--- src/rtl/uart_pkg.sv ---
// Shared definitions for the FIFO-fed UART transmitter: state encoding and frame constants.
package uart_pkg;

  localparam int unsigned DEF_DATA_W = 8;
  localparam int unsigned FRAME_BITS = DEF_DATA_W + 2;

  typedef enum logic [2:0] {
    IDLE  = 3'd0,
    LOAD  = 3'd1,
    START = 3'd2,
    DATA  = 3'd3,
    STOP  = 3'd4
  } state_t;

endpackage

--- src/rtl/baud_ctr.sv ---
// Bit-period counter: counts 0..CLKS_PER_BIT-1, flags the terminal count, clears on request.
module baud_ctr #(
  parameter int unsigned CLKS_PER_BIT = 16,
  parameter int unsigned CNT_W        = $clog2(CLKS_PER_BIT)
) (
  input  logic             clk,
  input  logic             rst,
  input  logic             i_clr,
  output logic [CNT_W-1:0] o_cnt,
  output logic             o_tick_c
);

  logic [CNT_W-1:0] r_cnt;

  assign o_tick_c = (r_cnt == CNT_W'(CLKS_PER_BIT - 1));
  assign o_cnt    = r_cnt;

  always_ff @(posedge clk) begin
    if (rst || i_clr || o_tick_c) begin
      r_cnt <= '0;
    end else begin
      r_cnt <= r_cnt + CNT_W'(1);
    end
  end

endmodule

--- src/rtl/fifo_uart_tx.sv ---
// Drains a byte FIFO and serialises each byte as an 8N1 frame on tx.
// Outputs are registered from next-state values so they line up with the state they describe.
module fifo_uart_tx
  import uart_pkg::*;
#(
  parameter int unsigned DATA_W       = DEF_DATA_W,
  parameter int unsigned CLKS_PER_BIT = 16
) (
  input  logic              clk,
  input  logic              rst,
  input  logic              fifo_empty,
  input  logic [DATA_W-1:0] fifo_dout,
  output logic              fifo_pop,
  output logic              tx,
  output logic              busy,
  output logic              tx_done
);

  localparam int unsigned BAUD_W = $clog2(CLKS_PER_BIT);
  localparam int unsigned BIT_W  = $clog2(DATA_W + 1);

  state_t              r_state;
  state_t              w_state_nxt;
  logic [DATA_W-1:0]   r_shift;
  logic [DATA_W-1:0]   w_shift_nxt;
  logic [BIT_W-1:0]    r_bit_cnt;
  logic [BIT_W-1:0]    w_bit_nxt;
  logic                r_tx;
  logic                r_busy;
  logic                r_tx_done;
  logic                w_tx_nxt;
  logic                w_done_nxt;
  logic                w_clr;
  logic                w_tick;
  logic [BAUD_W-1:0]   w_baud_cnt;

  // Counter restarts at zero whenever the FSM changes state
  assign w_clr = (w_state_nxt != r_state);

  baud_ctr #(
    .CLKS_PER_BIT(CLKS_PER_BIT),
    .CNT_W       (BAUD_W)
  ) u_baud_ctr (
    .clk     (clk),
    .rst     (rst),
    .i_clr   (w_clr),
    .o_cnt   (w_baud_cnt),
    .o_tick_c(w_tick)
  );

  always_ff @(posedge clk) begin
    if (rst) begin
      r_state   <= IDLE;
      r_shift   <= '0;
      r_bit_cnt <= '0;
      r_tx      <= 1'b1;
      r_busy    <= 1'b0;
      r_tx_done <= 1'b0;
    end else begin
      r_state   <= w_state_nxt;
      r_shift   <= w_shift_nxt;
      r_bit_cnt <= w_bit_nxt;
      r_tx      <= w_tx_nxt;
      r_busy    <= (w_state_nxt != IDLE);
      r_tx_done <= w_done_nxt;
    end
  end

  always_comb begin
    w_state_nxt = r_state;
    w_shift_nxt = r_shift;
    w_bit_nxt   = r_bit_cnt;
    fifo_pop    = 1'b0;
    w_tx_nxt    = 1'b1;
    w_done_nxt  = 1'b0;

    case (r_state)
      IDLE: begin
        if (!fifo_empty) begin
          fifo_pop    = 1'b1;
          w_state_nxt = LOAD;
        end
      end
      LOAD: begin
        w_shift_nxt = fifo_dout;
        w_bit_nxt   = '0;
        w_state_nxt = START;
      end
      START: begin
        if (w_tick) begin
          w_state_nxt = DATA;
        end
      end
      DATA: begin
        if (w_tick) begin
          w_shift_nxt = r_shift >> 1;
          if (r_bit_cnt == BIT_W'(DATA_W - 1)) begin
            w_state_nxt = STOP;
          end else begin
            w_bit_nxt = r_bit_cnt + BIT_W'(1);
          end
        end
      end
      STOP: begin
        // Registered pulse lands in the final stop-bit cycle
        w_done_nxt = (w_baud_cnt == BAUD_W'(CLKS_PER_BIT - 2));
        if (w_tick) begin
          w_state_nxt = IDLE;
        end
      end
      default: begin
        w_state_nxt = IDLE;
      end
    endcase

    if (rst) begin
      fifo_pop = 1'b0;
    end

    case (w_state_nxt)
      START:   w_tx_nxt = 1'b0;
      DATA:    w_tx_nxt = w_shift_nxt[0];
      default: w_tx_nxt = 1'b1;
    endcase
  end

  assign tx      = r_tx;
  assign busy    = r_busy;
  assign tx_done = r_tx_done;

endmodule

--- config.mk ---
export PLATFORM = sky130hd
export DESIGN_NAME = fifo_uart_tx
export DESIGN_NICKNAME = d
export VERILOG_FILES = /design/src/rtl/uart_pkg.sv /design/src/rtl/baud_ctr.sv /design/src/rtl/fifo_uart_tx.sv
export SDC_FILE = /design/constraint.sdc
export NUM_CORES = 1
export LEC_CHECK = 0
export CORE_AREA = 2 2 49 51
export DETAILED_ROUTE_END_ITERATION = 16
export DIE_AREA = 0 0 51 53
export PLACE_DENSITY_LB_ADDON = 0.25
export SLEW_MARGIN = 20
export SYNTH_ARGS = -nofsm -noshare
export SYNTH_HDL_FRONTEND = slang
export SYNTH_SLANG_ARGS = --single-unit
--- constraint.sdc ---
create_clock -name clk -period 1.8 [get_ports clk]
set_input_delay 0.18 -clock clk [delete_from_list [all_inputs] [get_ports clk]]
set_output_delay 0.18 -clock clk [all_outputs]
set_load 0.01 [all_outputs]
## Word level (Yosys, flattened, before mapping)

Index checks and enable logic that the tools add are counted.

| word-level totals | value |
|---|---|
| bits in writable memories | 0 |
| output and inout bits | 4 |
| register bits | 22 |
| logic and storage cells | 46 |
| memories | 0 |
| memory bits (read-only) | 0 |
| latch bits | 0 |
| bits of input ports | 11 |

| cells by class | value |
|---|---|
| $mul | 0 |
| $lt $le $gt $ge | 0 |
| multiplexer cells | 15 |
| eq/ne operators | 12 |
| reductions and logical operators | 8 |
| bitwise operators | 1 |
| shifts and indexed selects | 0 |
| $add $sub $neg | 2 |
| div/mod/pow operators | 0 |

Operator list:

| kind | count |
|---|---|
| $pmux 8 s2 | 1 |
| $mux 3 | 5 |
| $pmux 3 s5 | 1 |
| $eq 3x2->1 const B | 4 |
| $add 4x1->4 const B | 2 |
| $eq 4x4->1 const B | 2 |
| $mux 4 | 2 |
| $mux 8 | 1 |
| $pmux 4 s2 | 1 |
| $eq 4x3->1 const B | 1 |
| $eq 3x1->1 const B | 1 |
| $eq 3x3->1 const B | 1 |
| $logic_not 3->1 | 1 |
| $mux 1 | 3 |
| $ne 3x3->1 | 1 |
| $reduce_and 3->1 | 1 |
| $reduce_bool 3->1 | 1 |
| $logic_or 1x1->1 | 2 |
| $ne 2x1->1 const B | 1 |
| $ne 2x2->1 const B | 1 |
| $pmux 1 s2 | 1 |
| $reduce_and 2->1 | 1 |
| $reduce_bool 2->1 | 1 |
| $reduce_or 2->1 | 1 |
| $not 1->1 | 1 |

## Longest topological paths before layout

Gate-level depths: netlist of the first run.

| logic depth | value |
|---|---|
| depth after elaboration | 7 |
| gate-level depth with buffers | 6 |
| gate-level depth less buffers | 5 |

## Cells and area by module

From an unflattened synthesis of the first run, not the netlist that was laid out.

| second synthesis, totals | value |
|---|---|
| cell total of the unflattened synthesis | 124 |
| area total of the unflattened synthesis | 1083.5 sq um |

Modules (own cells, without submodules):

| module | seq. area each (sq um) | cells each | instances | area each (sq um) |
|---|---|---|---|---|
| fifo_uart_tx | 360.3 | 108 | 1 | 925.9 |
| baud_ctr | 80.1 | 16 | 1 | 157.7 |

## Worst setup path after synthesis of the first run

No wires, ideal clock.

| timing | value |
|---|---|
| path type | register to register |
| from | register u_baud_ctr.r_cnt[0], in the netlist u_baud_ctr.o_cnt[0] |
| to | register r_tx, in the netlist tx |
| arrival | 1.496 ns |
| slack | 0.173 ns |
| stages on the path, launching flop included | 7 |
| cells stage by stage | dfxtp_1 > ha_1 > and3_1 > buf_6 > and3_4 > a2111oi_4 > o31ai_2 |

| between the ends | value |
|---|---|
| word-level cells in the longest chain between the ends | 5 |

RTL lines:

| what | RTL line | RTL |
|---|---|---|
| from (decl) | baud_ctr.sv:13 | `logic [CNT_W-1:0] r_cnt;` |
| from (signal assigned) | baud_ctr.sv:22 | `r_cnt <= r_cnt + CNT_W'(1);` |
| $eq 4x4->1 (*) | baud_ctr.sv:15 | `assign o_tick_c = (r_cnt == CNT_W'(CLKS_PER_BIT - 1));` |
| $mux 3 (on tied branches) | fifo_uart_tx.sv:107, fifo_uart_tx.sv:90, fifo_uart_tx.sv:95 |  |
| $pmux 3 s5 | fifo_uart_tx.sv:77 | `case (r_state)` |
| $eq 3x2->1 | fifo_uart_tx.sv:120 | `case (w_state_nxt)` |
| $pmux 1 s2 (*) | fifo_uart_tx.sv:120 |  |
| to (signal assigned) | fifo_uart_tx.sv:63 | `r_tx <= w_tx_nxt;` |
| to (decl) | fifo_uart_tx.sv:28 | `logic r_tx;` |

Mark *: on every way between the ends. The rest lies on a longest branch, timed or not. The select of a mux whose other input is x is not followed.
A chain may end at the register's enable or synchronous reset.

## Worst setup path after layout of the first run

| timing | value |
|---|---|
| from | register u_baud_ctr.r_cnt[0], in the netlist u_baud_ctr.o_cnt[0] |
| to | register r_bit_cnt[3] |

| between the ends | value |
|---|---|
| word-level cells in the longest chain between the ends | 3 |

RTL lines:

| what | RTL line | RTL |
|---|---|---|
| $eq 4x4->1 | baud_ctr.sv:15 |  |
| $ne 2x1->1 (no line) | n/a |  |
| $reduce_and 3->1 (no line) | n/a |  |
| to (signal assigned) | fifo_uart_tx.sv:62 | `r_bit_cnt <= w_bit_nxt;` |
| to (decl) | fifo_uart_tx.sv:26 | `logic [BIT_W-1:0] r_bit_cnt;` |

No other way between the ends.

==> results of run 1 <==
-- power breakdown --
part           leakage [uW]  switching [uW]  internal, uW  total, uW
logic              0.000288             104          98.0        202
registers          0.000180            19.3           518        537
clock network     0.0000138             143          78.2        221
-- placed cells by master (no fill, tap or decap), types with 2 or more instances in the layout --
master and n:
nand3_1 6, clkbuf_4 3, a21oi_1 4, a21o_1 2, o21ai_0 2, nor2_1 24, nand3b_1 2, ha_1 3
buf_4 8, a31o_2 2, nor3_1 6, dfxtp_1 22, a31oi_1 6, o22ai_1 6, nand2_1 3, clkdlybuf4s50_1 13
inv_1 10
-- sequential cells by signal (all words and copies together), names as in the netlist --
| register | count |
|---|---|
| tx | 1 |
| u_baud_ctr.o_cnt | 4 |
| busy | 1 |
| r_state | 3 |
| tx_done | 1 |
| r_bit_cnt | 4 |
| r_shift | 8 |
-- final timing paths --
path | from | endpoint | slack [ns] | cells past startpoint
setup / recovery | u_baud_ctr.o_cnt[0] | r_bit_cnt[3] | 0.17 | 5
hold / removal | u_baud_ctr.o_cnt[0] | u_baud_ctr.o_cnt[0] | 0.48 | 1
setup reg to reg | u_baud_ctr.o_cnt[0] | r_bit_cnt[3] | 0.17 | 5
hold reg to reg | u_baud_ctr.o_cnt[0] | u_baud_ctr.o_cnt[0] | 0.48 | 1
-- per-stage QoR --
stage | cells | hold slack [ns]
after floorplan | 130 | 0.269
after global placement | 171 | 0.444
after CTS | 174 | 0.486
after detailed placement | 171 | 0.459
final | 174 | 0.480
after global routing | 174 | 0.503
-- area by class of cell --
class | instances | area share
multi-input cells | 89 | 0.433
flip-flops and latches | 22 | 0.340
repair buffers | 22 | 0.154
inverters | 10 | 0.0290
well taps | 28 | 0.0271
clock buffers | 3 | 0.0174
-- routing by layer --
metal	track usage	vias to the layer above	routed length, um
met4	0.104	0	38
li1	-	497	-
met2	0.318	24	1010
met1	0.223	456	972
met3	0.0282	6	74
met5	0	-	0
-- cells by family (layout without fill, tap and decap cells) --
kind of cell,Yosys count,in the layout,share of synthesized area
XOR/XNOR,2,2,0.0158
AND/OR/NAND/NOR,51,51,0.227
buffers and inverters,19,35,0.100
AO/OA/AOI/OAI,33,33,0.227
flip-flops,22,22,0.396
adder cells (fa/ha/maj),3,3,0.0337
==> impl_metrics.ini, run 1 <==
[status]
status = finished clean

[critical_path]
critical-path-max-stage-delay_ns = 0.39
crit_fanout = 6
crit_chain = ha_1 -> nand3_1 -> a21oi_2 -> a2111oi_0 -> a31o_2
endpoint_kind = register
startpoint_type = register
path_buf_inv = 0
critPathArrivalTime_ns = 1.85
crit_family = compound AO/OA/AOI/OAI gates
critPathSlowestCell = dfxtp_1
critPathKind = register to register
cp.required_ns = 2.01

[timing]
clock.fmax_ghz = 0.613
hold_violations = 0
drv_slew = 0
worst_pin_slew_ns = 0.411
rsz0062_at_grt = no
setup_slack_ns = 0.168
clock_skew_ns = 0.00383
max-slew-margin-rel = 0.723
fin_crit_sh = 0.907
period_needed_ns = 1.63
final.setup.tns_ns = 0
finalSetupViolCount = 0

[global_routing]
globalRouteTotalUtil = 0.186
grt_pass1_vias = 909
grt_pass1_wl_um = 3770
grt_max_degree = 28
grt-ovfl-total = 0
antenna_found_initial = 0

[floorplan]
core_region_area_um2 = 2150
die-width_um = 51
rows = 17
die_height_um = 53
die-area_um2 = 2700
start_util = 0.518
io_pins = 15

[placement]
gp_congestion = 0.782
place_ws_ns = 0.118
port_buffers = 14
hpwl_um = 1460
post_dp_cell_area_um2 = 1270

[route]
via_count = 983
dr.first_iter.drc_count = 23
post_drt_via_cell_ratio = 5.65
routed_wl_um = 2100
first_pass_iters = 4
drt-wirelength-per-cell_um = 12.0
postRouteAntennaNets = 0
drc = 0

[synthesis]
synthArstFlopShare = 0
synthTopCellsByArea = dfxtp_1 (40%), nor2_1 (8.1%), a31oi_1 (3.4%)
ys.warnings.count = 0
synth_area_um2 = 1110
netlist.area_leader.share = 0.396
yosys-top-cells-count = nor2_1 (24), dfxtp_1 (22), inv_1 (10)
synth_most_common_cell = nor2_1
postSynthAreaPerCell_um2 = 8.56
yosysSeqAreaShare = 0.396
synth_edf_count = 0
syn-num-nets = 144
synth_cell_types = 42
synthFlopType = dfxtp_1
synth-seq-cells = 22
synth_cells = 130
yosysTopAreaCell = dfxtp_1

[clock_tree]
insertion_delay_ns = 0.30
cts_buffer_depth = 2
post_cts_buffers = 0
h-tree-depth = 1
cts_root_buf = clkbuf_4
numCtsBuffers = 3
clk_pin_slew_ns = 0.12
tritoncts = yes
post_cts_resized = 1
cts.sinks = 22
holdBufCountCts = 0

[final_layout]
finalCoreUtilization = 0.603
design_area_um2 = 1290
multi_input_area_um2 = 561
area_delta_synth_final_pct = 16.4
final.fill_count = 195
nNetsFinal = 162
diodes = 0
final_layout_size_suffix_gt1_frac = 0.123
regArea_um2 = 440

[flow_run]
drv_cap = 0

[pwr]
powerDensity_nw_per_um2 = 741
p_total_uw = 960
irDropWorstVdd_mv = 0.490
p_leak_uw = 0.000482

[worst_hold_path]
hold_class = register to register
No activity file was read; power rests on OpenSTA's default activity.
==> inputs of run 2 (changes only) <==
==> constraint.sdc (replaced) <==
create_clock -name clk -period 1.84 [get_ports clk]
set_input_delay 0.184 -clock clk [delete_from_list [all_inputs] [get_ports clk]]
set_output_delay 0.184 -clock clk [all_outputs]
set_load 0.01 [all_outputs]
==> run 2 against run 1 <==
Final cell count did not move. Clock power up 20%. Register-to-register slack gained 0.04 ns. Critical path depth unchanged. Count of clock-buffer cells in the layout rose by 1. Total power up 3.1%. Via count is 2.0% lower. Global-route usage down 0.59 points. Sequential share of layout area shrank 0.33 points. Design area grew 0.97%. Hold slack improved by 0.013 ns. Wire length down 0.24%. Critical path type unchanged.
==> impl_metrics.ini, run 2 (synthesis gave the netlist of run 1 again) <==
[pwr]
pwr-share-comb = 0.200
p_leak_uw = 0.000485
irDropWorstVdd_mv = 0.489
p_total_uw = 990
p_int_uw = 724
powerDensity_nw_per_um2 = 757
net-switching-power_uw = 265
clkPwrFrac = 0.268
sw_frac_of_total = 0.268
p_seq_frac = 0.532

[global_routing]
globalRouteTotalUtil = 0.180
grt_pass1_wl_um = 3770
grt_max_degree = 28
grt-ovfl-total = 0
grt_pass1_vias = 913
antenna_found_initial = 0

[worst_hold_path]
hold_class = register to register

[flow_run]
drv_cap = 0

[critical_path]
startpoint_type = register
critPathKind = register to register
critPathArrivalTime_ns = 1.85
endpoint_kind = register
cp.required_ns = 2.06
crit_fanout = 6

[final_layout]
final_common_cell = nor2_1
nNetsFinal = 161
finalCoreUtilization = 0.609
top_register = r_shift
largest_reg_flops = 8
final.fill_count = 198
regArea_um2 = 440
final_layout_size_suffix_gt1_frac = 0.130
multi_input_area_um2 = 567
area_delta_synth_final_pct = 17.5
layout_common_cells = nor2_1 (24), dfxtp_1 (22), clkdlybuf4s50_1 (13)
diodes = 0

[route]
first_pass_iters = 7
postRouteAntennaNets = 0
via_count = 963
dr.first_iter.drc_count = 14
drt-wirelength-per-cell_um = 12.0
routed_wl_um = 2090
drc = 0
post_drt_via_cell_ratio = 5.53

[timing]
rsz0062_at_grt = no
fin_crit_sh = 0.885
final.setup.tns_ns = 0
drv_slew = 0
hold_violations = 0
max-slew-margin-rel = 0.717
period_needed_ns = 1.63
finalSetupViolCount = 0
clock.fmax_ghz = 0.614
worst_pin_slew_ns = 0.420
clock_skew_ns = 0.00887

[clock_tree]
clk_pin_slew_ns = 0.12
insertion_delay_ns = 0.31
post_cts_buffers = 0
cts_root_buf = clkbuf_4
cts_buffer_depth = 2
numCtsBuffers = 3
post_cts_resized = 2
tritoncts = yes
holdBufCountCts = 0
h-tree-depth = 1
cts.sinks = 22

[floorplan]
die-width_um = 51
start_util = 0.518
io_pins = 15
die_height_um = 53
core_region_area_um2 = 2150
rows = 17
die-area_um2 = 2700

[placement]
hpwl_um = 1470
gp_congestion = 0.783
port_buffers = 14

[status]
status = finished clean
==> run 2: changes by cell type in the layout (fill, tap and decap cells not counted), sizes merged <==
| cell | change |
|---|---|
| buf | -1 |
| clkbuf | +1 |
==> run 2: stage by stage <==
stage                     cells  worst slack, ns  hold WS [ns]  instance area (um2)
final                       174            0.211         0.493                 1310
after CTS                   174            0.202         0.500                 1310
after global routing        174          0.00114         0.525                 1310
after detailed placement    170           0.0927         0.459                 1270
after global placement      170            0.118         0.443                 1270
after floorplan             130            0.213         0.273                 1110
==> run 2: power groups by stage <==
stage,clock network (uW),logic [uW],registers (uW)
floorplan,0,138,535
global placement,0,195,535
detailed placement,0,198,537
CTS,268,199,527
global route,299,221,531
finish,265,198,526
==> run 2: critical path, stage by stage (launching register included) <==
cell and delay, ns:
dfxtp_1 0.41, ha_1 0.27, nand3_1 0.24, a21oi_2 0.28
a2111oi_0 0.13, a31o_2 0.22
==> run 2: worst paths after layout <==
| path | start | to | slack (ns) | depth (start not counted) |
|---|---|---|---|---|
| worst max-delay path | u_baud_ctr.o_cnt[0] | r_bit_cnt[3] | 0.21 | 5 |
| worst min register to register | u_baud_ctr.o_cnt[0] | u_baud_ctr.o_cnt[0] | 0.49 | 1 |
| worst min-delay path | u_baud_ctr.o_cnt[0] | u_baud_ctr.o_cnt[0] | 0.49 | 1 |
| worst max register to register | u_baud_ctr.o_cnt[0] | r_bit_cnt[3] | 0.21 | 5 |
==> run 2: cell type report <==
type,instances,area share
Clock buffer,4,0.0278
Sequential cell,22,0.337
Timing Repair Buffer,21,0.146
Inverter,10,0.0287
Multi-Input combinational cell,89,0.433
Tap cell,28,0.0268
==> run 2: layer usage <==
layer | wire, um | track usage | vias up
met3 | 76 | 0.0254 | 4
met2 | 1000 | 0.318 | 19
met4 | 27 | 0.0721 | 0
met5 | 0 | 0 | -
li1 | - | - | 499
met1 | 981 | 0.220 | 441
==> inputs of run 3 (changes only) <==
--- a/config.mk
+++ b/config.mk
@@ -6,6 +6,7 @@
 export NUM_CORES = 1
 export LEC_CHECK = 0
 export CORE_AREA = 2 2 49 51
+export CTS_CLUSTER_SIZE = 12
 export DETAILED_ROUTE_END_ITERATION = 16
 export DIE_AREA = 0 0 51 53
 export PLACE_DENSITY_LB_ADDON = 0.25
==> results of run 3 <==
The final DEF is identical to that of run 2; final timing and power are the same.
